`config.mk`:
```
export PLATFORM = sky130hd
export DESIGN_NAME = uart_cmd_sequencer
export DESIGN_NICKNAME = d
export VERILOG_FILES = /design/src/rtl/uart_cmd_sequencer.sv
export SDC_FILE = /design/constraint.sdc
export NUM_CORES = 1
export LEC_CHECK = 0
export CAP_MARGIN = 40
export CORE_UTILIZATION = 33
export DETAILED_ROUTE_END_ITERATION = 8
export GPL_ROUTABILITY_DRIVEN = 0
export HOLD_SLACK_MARGIN = 0.06
export SYNTH_ARGS = -nofsm -noshare
export SYNTH_HDL_FRONTEND = slang
export SYNTH_SLANG_ARGS = --single-unit
```
`constraint.sdc`:
```
create_clock -name i_clk -period 2.9 [get_ports i_clk]
set_input_delay 0.435 -clock i_clk [delete_from_list [all_inputs] [get_ports i_clk]]
set_output_delay 0.435 -clock i_clk [all_outputs]
set_load 0.02 [all_outputs]
```
`src/rtl/uart_cmd_sequencer.sv`:
```
// Frames 4-byte command packets (SOF, CMD, ARG, CHK) and drives the direction outputs with a timed hold.
// Optional inter-byte timeout is compiled in with `define UART_SEQ_TIMEOUT_EN.
module uart_cmd_sequencer #(
    parameter int unsigned CLKS_PER_MS  = 25000,
    parameter int unsigned HOLD_MS      = 100,
    parameter logic [7:0]  SOF          = 8'hA5,
    parameter int unsigned TIMEOUT_CLKS = 250000
) (
    input  logic       i_clk,
    input  logic       i_rst_n,
    input  logic       i_done,
    input  logic [7:0] i_data,
    output logic       o_right,
    output logic       o_left,
    output logic       o_up,
    output logic       o_down,
    output logic       o_trigger,
    output logic       o_frame_err,
    output logic       o_busy
);

    localparam int unsigned    PRE_W    = (CLKS_PER_MS > 1) ? $clog2(CLKS_PER_MS) : 1;
    localparam logic [PRE_W-1:0] PRE_MAX = PRE_W'(CLKS_PER_MS - 1);
    localparam logic [7:0]     HOLD_DEF = 8'(HOLD_MS);

    typedef enum logic [1:0] {
        S_IDLE = 2'd0,
        S_CMD  = 2'd1,
        S_ARG  = 2'd2,
        S_CHK  = 2'd3
    } state_t;

    state_t           state_q;
    logic [7:0]       cmd_q;
    logic [7:0]       arg_q;
    logic             trig_q;
    logic             err_q;
    logic [3:0]       dir_q;
    logic [7:0]       ms_q;
    logic [PRE_W-1:0] presc_q;

    logic             frame_ok;
    logic             accept;
    logic             gap_expire;
    logic [7:0]       ms_load_d;

    function automatic logic frame_valid(input logic [7:0] cmd, input logic [7:0] arg,
                                         input logic [7:0] chk);
        return (chk == (cmd ^ arg)) && (cmd[7:5] == 3'b000)
            && !(cmd[0] && cmd[1]) && !(cmd[2] && cmd[3]);
    endfunction

    assign frame_ok  = frame_valid(cmd_q, arg_q, i_data);
    assign accept    = i_done && (state_q == S_CHK) && frame_ok;
    assign ms_load_d = (arg_q == 8'd0) ? HOLD_DEF : arg_q;

`ifdef UART_SEQ_TIMEOUT_EN
    localparam int unsigned      GAP_W    = $clog2(TIMEOUT_CLKS + 1);
    localparam logic [GAP_W-1:0] GAP_LAST = GAP_W'(TIMEOUT_CLKS - 1);

    logic [GAP_W-1:0] gap_q;

    // A byte arriving in the expiry cycle wins: it is parsed and the gap restarts.
    assign gap_expire = !i_done && (state_q != S_IDLE) && (gap_q == GAP_LAST);

    always_ff @(posedge i_clk or negedge i_rst_n) begin
        if (!i_rst_n) begin
            gap_q <= '0;
        end else if (i_done || (state_q == S_IDLE) || gap_expire) begin
            gap_q <= '0;
        end else begin
            gap_q <= gap_q + GAP_W'(1);
        end
    end
`else
    // Without the gap counter the parser waits forever; TIMEOUT_CLKS has no effect here.
    assign gap_expire = 1'b0 & (TIMEOUT_CLKS == 0);
`endif

    // Parser: advances only on received bytes; a SOF value after S_IDLE is ordinary data.
    always_ff @(posedge i_clk or negedge i_rst_n) begin
        if (!i_rst_n) begin
            state_q <= S_IDLE;
            cmd_q   <= 8'd0;
            arg_q   <= 8'd0;
            trig_q  <= 1'b0;
            err_q   <= 1'b0;
        end else begin
            trig_q <= 1'b0;
            err_q  <= 1'b0;
            if (i_done) begin
                case (state_q)
                    S_IDLE: begin
                        if (i_data == SOF) begin
                            state_q <= S_CMD;
                        end
                    end
                    S_CMD: begin
                        cmd_q   <= i_data;
                        state_q <= S_ARG;
                    end
                    S_ARG: begin
                        arg_q   <= i_data;
                        state_q <= S_CHK;
                    end
                    S_CHK: begin
                        state_q <= S_IDLE;
                        trig_q  <= frame_ok && cmd_q[4];
                        err_q   <= !frame_ok;
                    end
                    default: state_q <= S_IDLE;
                endcase
            end else if (gap_expire) begin
                state_q <= S_IDLE;
                err_q   <= 1'b1;
            end
        end
    end

    // Hold timer: an accept always wins over expiry and restarts the ms count from a fresh prescale.
    always_ff @(posedge i_clk or negedge i_rst_n) begin
        if (!i_rst_n) begin
            dir_q   <= 4'd0;
            ms_q    <= 8'd0;
            presc_q <= '0;
        end else if (accept) begin
            dir_q   <= cmd_q[3:0];
            ms_q    <= ms_load_d;
            presc_q <= '0;
        end else if (ms_q != 8'd0) begin
            if (presc_q == PRE_MAX) begin
                presc_q <= '0;
                ms_q    <= ms_q - 8'd1;
            end else begin
                presc_q <= presc_q + PRE_W'(1);
            end
        end else begin
            dir_q <= 4'd0;
        end
    end

    assign o_right     = dir_q[0];
    assign o_left      = dir_q[1];
    assign o_up        = dir_q[2];
    assign o_down      = dir_q[3];
    assign o_trigger   = trig_q;
    assign o_frame_err = err_q;
    assign o_busy      = (state_q != S_IDLE);

endmodule
```
== Word-level counts from Yosys, hierarchy flattened ==
Index checks and enable logic that the tools add are counted.

* Register bits: 47
* Latch bits: 0
* RAM bits: 0
* Bits in read-only memories: 0
* Output and inout port bits: 7
* Logic and storage cells: 56
* Memories: 0

* $add $sub $neg: 2
* Multipliers: 0
* Divide/modulo/power cells: 0
* $lt $le $gt $ge: 0
* Equality and inequality tests: 8
* Shift operators: 0
* Multiplexer cells: 15
* Bitwise logic cells: 1
* Reductions and logical operators: 22

{| class="wikitable"
|+ Operator list
! cell !! count
|-
| $mux 15 || 3
|-
| $mux 8 || 4
|-
| $add 15x1->15 const B || 1
|-
| $eq 15x15->1 const B || 1
|-
| $eq 8x8->1 || 1
|-
| $eq 8x8->1 const B || 1
|-
| $logic_and 1x1->1 || 8
|-
| $logic_not 8->1 || 1
|-
| $mux 4 || 2
|-
| $pmux 2 s4 || 1
|-
| $reduce_and 2->1 || 4
|-
| $reduce_bool 8->1 || 1
|-
| $sub 8x1->8 const B || 1
|-
| $xor 8x8->8 || 1
|-
| $reduce_bool 2->1 || 3
|-
| $eq 2x2->1 const B || 2
|-
| $mux 1 || 4
|-
| $ne 2x2->1 const B || 2
|-
| $logic_not 1->1 || 3
|-
| $logic_not 3->1 || 1
|-
| $eq 2x1->1 const B || 1
|-
| $logic_not 2->1 || 1
|-
| $mux 2 || 1
|}

== Longest topological paths before layout ==
Gate-level depths: netlist of the first run.

* Depth in word-level cells: 8
* Depth in mapped cells: 9

== Worst setup path after synthesis of the first run ==
Ideal clock, no wire load.

* Kind: reg-to-reg
* Start: register ms_q[2]
* End: register ms_q[0]
* Arrival: 1977 ps
* Path slack: 799 ps
* Stages on the path, launching flop included: 9
* Path through: dfrtp_1 -> or3_1 -> buf_2 -> or3_1 -> buf_2 -> and2_1 -> buf_6 -> xnor2_1 -> mux2_2

* Word-level cells in the longest chain between the ends: 3

{| class="wikitable"
|+ Ends and longest elaborated chain
! what !! line !! RTL
|-
| start, declared || 39 || <nowiki>logic [7:0] ms_q;</nowiki>
|-
| start signal, assigned || 128 || <nowiki>ms_q <= ms_load_d;</nowiki>
|-
| start signal, assigned || 133 || <nowiki>ms_q <= ms_q - 8'd1;</nowiki>
|-
| $reduce_bool 8->1 || 130 || <nowiki>end else if (ms_q != 8'd0) begin</nowiki>
|-
| $reduce_bool 2->1 (no source line) || n/a ||
|-
| $reduce_and 2->1 (no source line) || n/a ||
|}

No other way between the ends.
A chain may end at the register's enable or synchronous reset.

== Final worst setup path of the first run ==
* Start: register presc_q[6]
* End: register ms_q[1]

* Word-level cells in the longest chain between the ends: 3

{| class="wikitable"
|+ Ends and longest elaborated chain
! what !! line !! RTL
|-
| start, declared || 40 || <nowiki>logic [PRE_W-1:0] presc_q;</nowiki>
|-
| start signal, assigned || 135 || <nowiki>presc_q <= presc_q + PRE_W'(1);</nowiki>
|-
| $eq 15x15->1 || 131 || <nowiki>if (presc_q == PRE_MAX) begin</nowiki>
|-
| $reduce_bool 2->1 (no source line) || n/a ||
|-
| $reduce_and 2->1 (no source line) || n/a ||
|}

No other way between the ends.

==> out/results.txt, run 1 <==
Clock skew -> 0.0161 ns
Avg Cell Area, Syn -> 10.8 µm²
Final setup vio count -> 0
Antenna violations before repair -> 0
Reg-to-reg slack, setup -> 0.51 ns
Worst Setup End Kind -> flop
WP data arrival -> 2.57 ns
Layout cells sized above 1 -> 15.8%
Drt wl/cell -> 14.6 µm
IR drop worst, VDD -> 0.429 mV
Final hold slack -> 0.101 ns
RSZ-0062 raised after global routing -> false
Full die area -> 8250 µm²
Syn Nets -> 258
Worst-case reg-to-reg path depth -> 6
H-tree lvl count -> 2
Sequential share of power -> 48.4%
Num ports -> 18
Cell Area, Placed -> 2900 µm²
TNS Setup -> 0 ns
Most frequent cells in the layout -> 47 x dfrtp_1, 23 x nand2_1, 22 x mux2_2
Drt first pass iters -> 4
Period utilization -> 82.3%
Slew @ Worst Pin -> 0.793 ns
Crit Path Max Fanout -> 17
P_int -> 1450 µW
# clock sinks -> 47
Mapped cell area -> 2600 µm²
EDFF count, synth -> 0
Worst Path Required -> 3.08 ns
CTS Buf Count -> 5
Pwr per Cell Area -> 718 nW/µm²
Vias -> 1844
Nets -> 277
Max clock buf depth -> 2
Setup bufs post-CTS -> 0
Chip Width -> 90.8 µm
Final hold violations -> 0
Reg-to-Reg Start -> presc_q[6]
Clock network fraction of total power -> 19.0%
Total GRT Usage -> 13.6%
Via/cell ratio -> 5.09
Leak Pwr -> 0.00127 µW
Vias in the first global route -> 1821
Root Buffer -> clkbuf_8
Initial core utilization -> 33.9%
DRT Wirelength -> 5.27 mm
Post-DRT Antenna Nets -> 0
Cells after Synth -> 240
First-pass GRT wire length -> 8.99 mm
Startpoint Class -> flop
Number of synthesized register bits -> 47
CTS tree -> built
Reg2reg end -> ms_q[1]
Synth warnings -> 0
Post-synthesis cell type count -> 38
FMAX -> 0.419 GHz
HP Class -> input pin to asynchronous set/reset pin
Commonest non-fill, non-tap cell in the layout -> dfrtp_1
Final critical-path required period -> 2.39 ns
Port bufs -> 17
CTS resizes -> 0
Cts hold-fix bufs -> 0
Final instance area -> 2990 µm²
Antenna Cells -> 0
Comb power frac -> 32.5%
Sw power -> 694 µW
Core footprint -> 7690 µm²
Die height -> 90.8 µm
Seq/Total Area, Yosys -> 45.2%
Switching share of power -> 32.3%
Outcome -> completed
Clk_lat worst skew -> 0.30 ns
CTS clock-pin slew for the worst setup and hold paths -> 0.09 ns
Main synth FF type -> dfrtp_1
Max-slew violations -> 0
Setup Crit Path Kind -> flop to flop
Final HPWL DP -> 3.71 mm
Area grow syn2layout -> 14.9%
Rel. slew slack -> 46.7%
Maxcap violations -> 0
Row count -> 32
DRT iter0 DRCs -> 95
Post-synth ARST share -> 100%
Pin count of the biggest net entering global routing -> 34
Gr ovfl total -> 0
Residual DRC -> 0
==> logic make-up (layout without fill, tap and decap cells) <==
family / after synthesis / after routing / share of synthesized area (%)
simple gates: 93 / 93 / 20.1
flops: 47 / 47 / 45.2
compound gates: 35 / 35 / 7.64
mux: 25 / 25 / 10.7
xor+xnor: 18 / 18 / 9.75
buf+inv: 15 / 35 / 3.27
fa+ha+maj: 7 / 7 / 3.36
==> power groups by stage <==
stage	sequential [µW]	clock, µW	combinational, µW
finish	1040	409	699
global route	1070	456	765
CTS	1040	431	712
detailed placement	1050	0	706
global placement	1050	0	696
floorplan	982	0	571
==> flip-flops by register name, indices dropped and copies added, names as in the netlist <==
register	flops
state_q	2
presc_q	15
cmd_q	8
o_trigger	1
o_frame_err	1
ms_q	8
dir_q	4
arg_q	8
==> layout make-up <==
class | instances | area (µm²)
fillers | 765 | 4690
multi-input cells | 178 | 1350
flip-flops and latches | 47 | 1180
repair buffers | 22 | 228
well taps | 102 | 128
clock buffers | 5 | 68.8
clock inverters | 3 | 22.5
inverters | 5 | 18.8
==> synth_stat cells (2+ instances only) <==
cell type	number	area [µm²]
nand3b_1	3	22.5
xnor3_1	7	158
a22oi_1	4	30.0
xnor2_1	6	52.6
a21oi_1	11	55.1
or4_1	2	15.0
buf_4	2	15.0
dfrtp_1	47	1180
mux2_2	22	248
nor4_1	2	12.5
or3_1	4	25.0
or4bb_1	5	56.3
xor2_1	5	43.8
ha_1	7	87.6
mux2i_1	3	30.0
a31oi_1	4	25.0
nor3_1	10	50.1
nand4_1	7	43.8
o21ai_0	13	65.1
buf_2	5	25.0
nand3_1	8	40.0
buf_6	2	22.5
nand4b_1	2	17.5
nor2_1	18	67.6
inv_1	5	18.8
nand2_1	23	86.3
and2_1	2	12.5
==> stage by stage <==
step	instances	setup WS, ns	power, µW	util [%]
after global routing	362	0.373	2290	38.9
after detailed placement	354	0.473	1750	37.7
after floorplan	240	0.799	1550	-
after global placement	353	0.510	1740	37.5
final	362	0.514	2150	38.9
after CTS	362	0.513	2180	38.9
==> worst max-delay path by stage <==
| stage | endpoint | startpoint |
|---|---|---|
| 2_1_floorplan | ms_q[0] | ms_q[2] |
| 3_3_place_gp | ms_q[1] | i_data[4] |
| 3_5_place_dp | ms_q[3] | i_data[4] |
| 4_1_cts | ms_q[1] | presc_q[6] |
| 5_1_grt | ms_q[0] | presc_q[0] |
| 6_report | ms_q[1] | presc_q[6] |
==> critical path, cell delays in order (launching register included) <==
cell     delay (ns)
dfrtp_1        0.47
or4b_4         0.58
nor4_4         0.35
buf_4          0.28
and2_1         0.25
mux2i_1        0.09
mux2_2         0.26
==> per-layer routing <==
metal	GRT usage, %	part of all wire [%]
met4	3.84	0.66
met1	18.2	47
met5	0	0
met2	22.4	49
met3	2.78	3.3
Note: power is estimated with default switching activity, not from simulation.
==> run 2, diff against run 1 <==
clock period = 2.1 ns   (was 2.9 ns; I/O delays follow)
==> out/results.txt, run 2 (synthesized netlist as in run 1, its figures left out) <==
Outcome -> completed
Layout cells sized above 1 -> 24.5%
Maxcap violations -> 0
Largest register FFs -> 15
Multi-input gate area -> 1380 µm²
Port bufs -> 17
Final critical-path required period -> 2.08 ns
Full die area -> 8250 µm²
Rel. slew slack -> 68.4%
Initial core utilization -> 33.9%
Switching share of power -> 30.4%
Final HPWL DP -> 3.93 mm
Post-DRT Antenna Nets -> 0
Reg-to-Reg Start -> presc_q[6]
Core footprint -> 7690 µm²
Gr ovfl total -> 0
RSZ-0062 raised after global routing -> true
Crit path largest cell delay -> 0.56 ns
H-tree lvl count -> 2
Chip Width -> 90.8 µm
Worst slack, placed -> -0.0547 ns
Final setup vio count -> 0
DRT Wirelength -> 5.45 mm
Period utilization -> 99.2%
Startpoint Class -> flop
CTS Buf Count -> 5
Final hold slack -> 0.518 ns
WP data arrival -> 2.28 ns
Reg-to-reg slack, setup -> 0.02 ns
FMAX -> 0.480 GHz
Max-slew violations -> 0
Fill cells -> 743
Root Buffer -> clkbuf_8
Max clock buf depth -> 2
HP Class -> input pin to asynchronous set/reset pin
Commonest non-fill, non-tap cell in the layout -> dfrtp_1
Final hold violations -> 0
Via/cell ratio -> 4.96
CP Cell Sequence -> or4b_4, nor4_4, buf_6, nand4b_1, xnor2_1, mux2_4
Most frequent cells in the layout -> 47 x dfrtp_1, 25 x buf_4, 23 x nand2_1
First-pass GRT wire length -> 9.32 mm
Slew @ Worst Pin -> 0.470 ns
Largest Register -> presc_q
Drt first pass iters -> 4
Worst Setup End Kind -> flop
Clock skew -> 0.00694 ns
Pin count of the biggest net entering global routing -> 48
Total GRT Usage -> 14.3%
Register area -> 1180 µm²
CTS clock-pin slew for the worst setup and hold paths -> 0.09 ns
Die height -> 90.8 µm
Vias -> 1925
Vias in the first global route -> 1966
Pwr per Cell Area -> 986 nW/µm²
Residual DRC -> 0
Num ports -> 18
Clk_lat worst skew -> 0.30 ns
Crit Path Max Fanout -> 5
Row count -> 32
Antenna Cells -> 0
CTS tree -> built
Comb power frac -> 34.4%
Final Util -> 42.3%
# clock sinks -> 47
Nets -> 303
P_int -> 2230 µW
Antenna violations before repair -> 0
IR drop worst, VDD -> 0.591 mV
DRT iter0 DRCs -> 92
Reg2reg end -> ms_q[3]
Final WS setup -> 0.0171 ns
Leak Pwr -> 0.00143 µW
Worst-case reg-to-reg path depth -> 6
Sw power -> 977 µW
Slowest-stage cell, CP -> or4b_4
Sequential share of power -> 43.3%
Drt wl/cell -> 14.0 µm
Worst Path Required -> 2.29 ns
Setup Crit Path Kind -> flop to flop
Clock network fraction of total power -> 22.3%
Area grow syn2layout -> 24.9%
-- run 2: cell types whose count changed in the layout (fill, tap and decap cells not counted), moves of 2 or more --
cell,before,now
mux2_2,22,19
mux2_4,0,3
o21ai_0,13,9
o21ai_1,1,5
buf_4,3,25
buf_6,0,2
-- run 2: area by class of cell --
type / count / share of cell area (%)
Inverter: 5 / 0.577
Timing Repair Buffer: 48 / 13.2
Tap cell: 102 / 3.92
Clock inverter: 2 / 1.19
Clock buffer: 6 / 2.54
Sequential cell: 47 / 36.2
Multi-Input combinational cell: 178 / 42.4
-- run 2: metrics by stage --
step,setup TNS (ns),cell area (µm²),power (µW),instances
final,0,3250,3210,388
after global routing,-0.418,3250,3430,388
after CTS,0,3220,3240,387
after detailed placement,-0.281,3070,2520,377
after global placement,-0.0476,3070,2490,377
after floorplan,0,2620,2150,240
-- run 2: layer usage --
layer	global-route usage (%)	up-vias	routed length (µm)
met5	0	-	0
met4	4.63	0	63
met3	2.69	6	194
met2	24.3	39	2760
met1	18.3	921	2430
li1	-	959	-
-- run 2: worst max path at each step --
stage                     from    endpoint  slack, ns  cells after the start
floorplan           presc_q[6]     ms_q[3]       0.01                      7
global placement     i_data[2]     ms_q[1]      -0.01                      6
detailed placement   i_data[0]     ms_q[3]      -0.05                      6
CTS                 presc_q[6]  presc_q[5]       0.02                      7
global route        presc_q[6]     ms_q[4]      -0.08                      6
finish              presc_q[6]     ms_q[3]       0.02                      6
-- run 2: repair_timing --
item | in CTS | in global routing
hold buffers | 1 | 0
gates resized for setup | 1 | 12
cloned | 0 | 1
endpoints found under the setup margin | 2 | 13
hold endpoints to repair | 47 | 0
pin swaps | 0 | 5
buffers inserted | 1 | 0
-- run 2: power by group through the flow --
stage                     Clock, µW  Combinational, µW  Sequential, µW
after floorplan                   0                792            1360
after global placement            0               1090            1410
after detailed placement          0               1100            1410
after CTS                       736               1110            1390
after global routing            774               1220            1430
final                           715               1100            1390
-- run 2: worst max-delay path: cells and delay by family (launching register included) --
kind | cells | cell delay, ns
buf+inv | 1 | 0.16
flops | 1 | 0.39
mux | 1 | 0.27
simple gates | 3 | 0.99
xor+xnor | 1 | 0.16
